<file path="config.mk">
export PLATFORM = sky130hd
export DESIGN_NAME = status_unit
export DESIGN_NICKNAME = d
export VERILOG_FILES = /design/src/rtl/status_unit.sv
export SDC_FILE = /design/constraint.sdc
export NUM_CORES = 1
export LEC_CHECK = 0
export CORE_MARGIN = 2
export CORE_UTILIZATION = 35
export CTS_CLUSTER_DIAMETER = 120
export DETAILED_ROUTE_END_ITERATION = 8
export GPL_TIMING_DRIVEN = 0
export MAX_ROUTING_LAYER = met4
export PLACE_DENSITY = 0.62
export SYNTH_ARGS = -nofsm -noshare
export SYNTH_HDL_FRONTEND = slang
export SYNTH_SLANG_ARGS = --single-unit
</file>
<file path="constraint.sdc">
create_clock -name clk -period 6.1 [get_ports clk]
set_clock_uncertainty 0.1 [all_clocks]
set_input_delay 0.915 -clock clk [delete_from_list [all_inputs] [get_ports clk]]
set_output_delay 0.915 -clock clk [all_outputs]
set_load 0.005 [all_outputs]
</file>
<file path="src/rtl/status_unit.sv">
// ALU result and {N,Z,C,V} flag generation for the EXE stage, with a registered
// status register and a counter of committed flag updates.
module status_unit #(
   parameter int unsigned WIDTH = 32
) (
   input  logic             clk,
   input  logic             rst,
   input  logic [3:0]       exe_cmd,
   input  logic [WIDTH-1:0] op_a,
   input  logic [WIDTH-1:0] op_b,
   input  logic             valid,
   input  logic             s_bit,
   input  logic             freeze,
   input  logic             flush,
   output logic [WIDTH-1:0] result,
   output logic [3:0]       flags_next,
   output logic [3:0]       status,
   output logic [7:0]       upd_cnt
);

   localparam logic [3:0] CmdMov = 4'b0001;
   localparam logic [3:0] CmdMvn = 4'b1001;
   localparam logic [3:0] CmdAdd = 4'b0010;
   localparam logic [3:0] CmdAdc = 4'b0011;
   localparam logic [3:0] CmdSub = 4'b0100;
   localparam logic [3:0] CmdSbc = 4'b0101;
   localparam logic [3:0] CmdAnd = 4'b0110;
   localparam logic [3:0] CmdOrr = 4'b0111;
   localparam logic [3:0] CmdEor = 4'b1000;

   logic [3:0]       status_q, status_d;
   logic [7:0]       upd_cnt_q, upd_cnt_d;
   logic [WIDTH:0]   wide, cin_ext;
   logic [WIDTH-1:0] res;
   logic             nop, c_out, v_out, commit;

   always_comb begin
      cin_ext = '0;
      wide    = '0;
      res     = '0;
      nop     = 1'b0;
      c_out   = status_q[1];
      v_out   = status_q[0];
      case (exe_cmd)
         CmdMov: res = op_b;
         CmdMvn: res = ~op_b;
         CmdAdd, CmdAdc: begin
            // Carry-in comes from the registered C, never from flags_next.
            cin_ext[0] = (exe_cmd == CmdAdc) & status_q[1];
            wide       = {1'b0, op_a} + {1'b0, op_b} + cin_ext;
            res        = wide[WIDTH-1:0];
            c_out      = wide[WIDTH];
            v_out      = (op_a[WIDTH-1] == op_b[WIDTH-1]) && (res[WIDTH-1] != op_a[WIDTH-1]);
         end
         CmdSub, CmdSbc: begin
            // Bit WIDTH of the extended difference is the borrow; C is its inverse.
            cin_ext[0] = (exe_cmd == CmdSbc) & ~status_q[1];
            wide       = {1'b0, op_a} - {1'b0, op_b} - cin_ext;
            res        = wide[WIDTH-1:0];
            c_out      = ~wide[WIDTH];
            v_out      = (op_a[WIDTH-1] != op_b[WIDTH-1]) && (res[WIDTH-1] != op_a[WIDTH-1]);
         end
         CmdAnd:  res = op_a & op_b;
         CmdOrr:  res = op_a | op_b;
         CmdEor:  res = op_a ^ op_b;
         default: nop = 1'b1;
      endcase
      flags_next = nop ? status_q : {res[WIDTH-1], ~|res, c_out, v_out};
      result     = res;
   end

   always_comb begin
      commit    = valid & s_bit & ~freeze & ~flush & ~nop;
      status_d  = commit ? flags_next : status_q;
      upd_cnt_d = commit ? upd_cnt_q + 8'd1 : upd_cnt_q;
   end

   always_ff @(posedge clk) begin
      if (rst) begin
         status_q  <= 4'b0000;
         upd_cnt_q <= 8'd0;
      end else begin
         status_q  <= status_d;
         upd_cnt_q <= upd_cnt_d;
      end
   end

   assign status  = status_q;
   assign upd_cnt = upd_cnt_q;

endmodule

</file>
==> summary.txt <==
Status
  • Outcome: finished with violations
  • Failing checks: setup timing

Layout
  • Final Instance Area: 9608 um2
  • Layout cells sized above 1: 0.09496
  • Final core occ: 0.4614
  • P&R area growth vs syn: 30.33%
  • Nets: roughly 1400
  • Final antenna diode count: 0
  • Fill count: around 2200

Synthesis
  • Syn Inst Count: 1070
  • Yosys cell types: 80
  • Syn_nets: about 1300
  • Synth Register Bits: 12
  • Simple-gate share of the synthesized area: 0.2195
  • Post-Syn Area per Cell: 6.890 um2
  • Synth Area in Compound Gates: 0.3289
  • Post-synth top area cell: ha_1
  • Sequential area share after synthesis: 0.03259
  • Number of synthesized flops with an enable pin: 0
  • Post-Syn Area: ~7400 um2
  • Xor/xnor share of the synthesized area: 0.07366
  • Most common flop cell mapped by yosys: dfxtp_1
  • Most common cell in the netlist: ha_1
  • Mux share of post-synthesis cell area: 0.02631
  • Largest family of logic cells by synthesized area: compound AO/OA/AOI/OAI gates
  • Synth async-reset ratio: 0
  • Synth warn: 0
  • Yosys top cell area share: 0.2155
  • Synth top area cells: ha_1 22%, a21oi_1 5.5%, inv_1 5.4%
  • Most instantiated cells after synthesis: 127 x ha_1, 107 x inv_1, 99 x nand2_1
  • Post-synthesis adder-cell area fraction: 0.2264

Place
  • Post-DP HPWL: roughly 24 mm
  • Gpl congestion: about 1
  • Placed instance area: between 8000 and 9000 um2
  • DP Worst Slack: -2470 ps
  • # port buffers: 119

Floorplan
  • Num rows: 53
  • Core ar.: between 20000 and 25000 um2
  • Die Wd: 149.1 um
  • Die Footprint: 22240 um2
  • Starting Density: 0.3540
  • Ports: approximately 120
  • Die height: 149.1 um

STA
  • Ratio of final minimum period to clock period: 1.027
  • PnR worst setup slack: -162.4 ps
  • Max Clock Freq: roughly 160 MHz
  • Crit path time final: 6262 ps
  • Final hold violation count: 0
  • Slew @ Worst Pin: 1213 ps
  • Fin. max-slew vios: 0
  • # setup viols final: 2
  • Headroom to the max-slew limit: 0.1893
  • Unrepaired setup endpoints after global routing: yes
  • Hold WS: between 300 and 400 ps

Clock network
  • H-tree depth: 1
  • # clock sinks: 12
  • Worst-Skew Late Latency: roughly 240 ps
  • Longest Clk Path Bufs: 2
  • Root Buffer Master: clkbuf_16
  • CTS tree: yes
  • Clk slew on worst S/H paths: roughly 40 ps
  • Num CTS Buffers: 3

Route
  • Routed Wire Length: 30.96 mm
  • First-pass iteration count of the detailed router: 7
  • Via density: ~6.0
  • DR vias: between 8000 and 9000
  • Number of routed nets with antenna violations: 0
  • Iteration-0 DRC Markers: around 860
  • DR DRC count: 0
  • Routed WL per cell: ~21 um

Pwr
  • Power Density: around 130 nW/um2
  • Worst VDD drop: around 0.084 mV
  • Static Leakage: between 4 and 5 nW

Critical path
  • Startpoint types: input pin
  • CP max stage delay: a little under 600 ps
  • FF-to-FF setup slack: around 1500 ps
  • CP endpoint kind: output pin
  • Critical path class: in2out
  • Crit path max fanout: 4
  • Worst Path Arrival: around 5300 ps
  • RR Endpoint: status[2]
  • Reg2Reg Launch Point: status[1]
  • Reg2reg path depth: 17
  • CP max-delay cell: or4b_4
  • Crit. Startpoint: exe_cmd[0]
  • Crit-path cells: buf_12 > nor2b_4 > nor3b_4 > fa_2 > inv_2 > ha_4 > nor2_4 > fa_2 > nor3b_4 > o211ai_1 > buf_4 > a21oi_4 > o21bai_1 > xnor2_1 > o221ai_2 > or4b_4 > nor4_4 > nand4_1 > o21ai_1 > buf_2
  • Crit path required time: between 5000 and 6000 ps

Global route
  • Pin count of the biggest net entering global routing: 11
  • Global-route wire length before repair: roughly 47 mm
  • Vias in the first global route: 8082
  • GRT overflow: 0
  • Initial antenna violation count: 0
  • GRT Util Overall: 0.2762

Min path
  • Worst hold path class: reg2reg
  • Hold Path Depth: 2
  • Min-Delay Endpoint: status[2]
  • Hold Startpoint: status[2]

Run
  • Max cap viols: 0
routing by layer:
layer,GRT usage,routed length [um],share of wire,up-vias
li1,-,-,-,4201
met1,0.3774,13630,0.44,4112
met2,0.4184,13300,0.43,472
met3,0.04526,3096,0.10,64
met4,0.08143,922,0.030,0
met5,-,0,0,-
worst max-delay path: cells and delay by family:
family          cells  cell delay [ps]
buf+inv             4              490
simple gates        7             1830
fa+ha+maj           3             1020
xor+xnor            1              180
compound gates      5              810
stage by stage:
step / instances / power [W] / TNS, ps
finish: 1486 / 0.001277 / -224.2
global route: 1486 / 0.001363 / -542.4
CTS: 1483 / 0.001209 / -66.60
detailed placement: 1464 / 0.001023 / -27360
global placement: 1464 / 0.001022 / -28160
floorplan: 1070 / 0.0006896 / 0
registers in the layout, indices dropped and copies added, names as in the netlist:
register and flops:
upd_cnt 8, status 4
kinds of logic after synthesis:
kind of cell	count (synthesis)
and+or+nand+nor	323
xor gates and xnor gates	62
muxes	19
buffers and inverters	175
DFF	12
adders and majority gates	131
AOI/OAI and AO/OA	348
cells in the final DEF (no fill, tap or decap), drive strengths merged, types with 11 or more instances in the layout:
cell	count
nand2	99
a221o	13
nand4	23
nor2	70
buf	45
o21ai	61
inv	107
xnor2	37
nand2b	11
a21o	25
a211oi	15
nor2b	11
o211ai	16
ha	127
o221ai	16
dfxtp	12
clkbuf	48
o22ai	17
mux2i	16
a21oi	82
nor3	21
a22oi	12
nand3	27
clkdlybuf4s50	111
xor2	25
final cells by class:
type                       instances  area [um2]  share of cell area
multi-input combinational        883        6833              0.7112
tap                              275       344.1             0.03581
buffer                            60       299.0             0.03112
inverter                         107       401.6             0.04180
sequential                        12       240.2             0.02500
clock buffer                       4       88.84            0.009246
timing repair buffer             145        1401              0.1459
power breakdown:
group / leakage, nW / total [W] / internal [W] / switching (W)
combinational: 3.94 / 0.00106 / 0.000449 / 0.000616
sequential: 0.0967 / 0.0000799 / 0.0000793 / 0.000000634
clock: 0.0442 / 0.000132 / 0.0000989 / 0.0000334
how the worst max path moves through the flow:
stage               endpoint  slack (ps)  cells after the start
6_report       flags_next[2]        -160                     20
3_5_place_dp   flags_next[2]       -2470                     19
2_1_floorplan  flags_next[2]          40                     19
5_1_grt        flags_next[2]        -330                     20
3_3_place_gp   flags_next[2]       -2470                     19
4_1_cts        flags_next[2]         -70                     22
repair_timing:
action                                 CTS  global route
setup endpoints to repair               32             7
resized for setup                       72            46
hold buffers                             0             0
buffers inserted                        15            11
pin swaps                               16            20
endpoints found under the hold margin    0             0
Power figures use the tool's default switching activity.
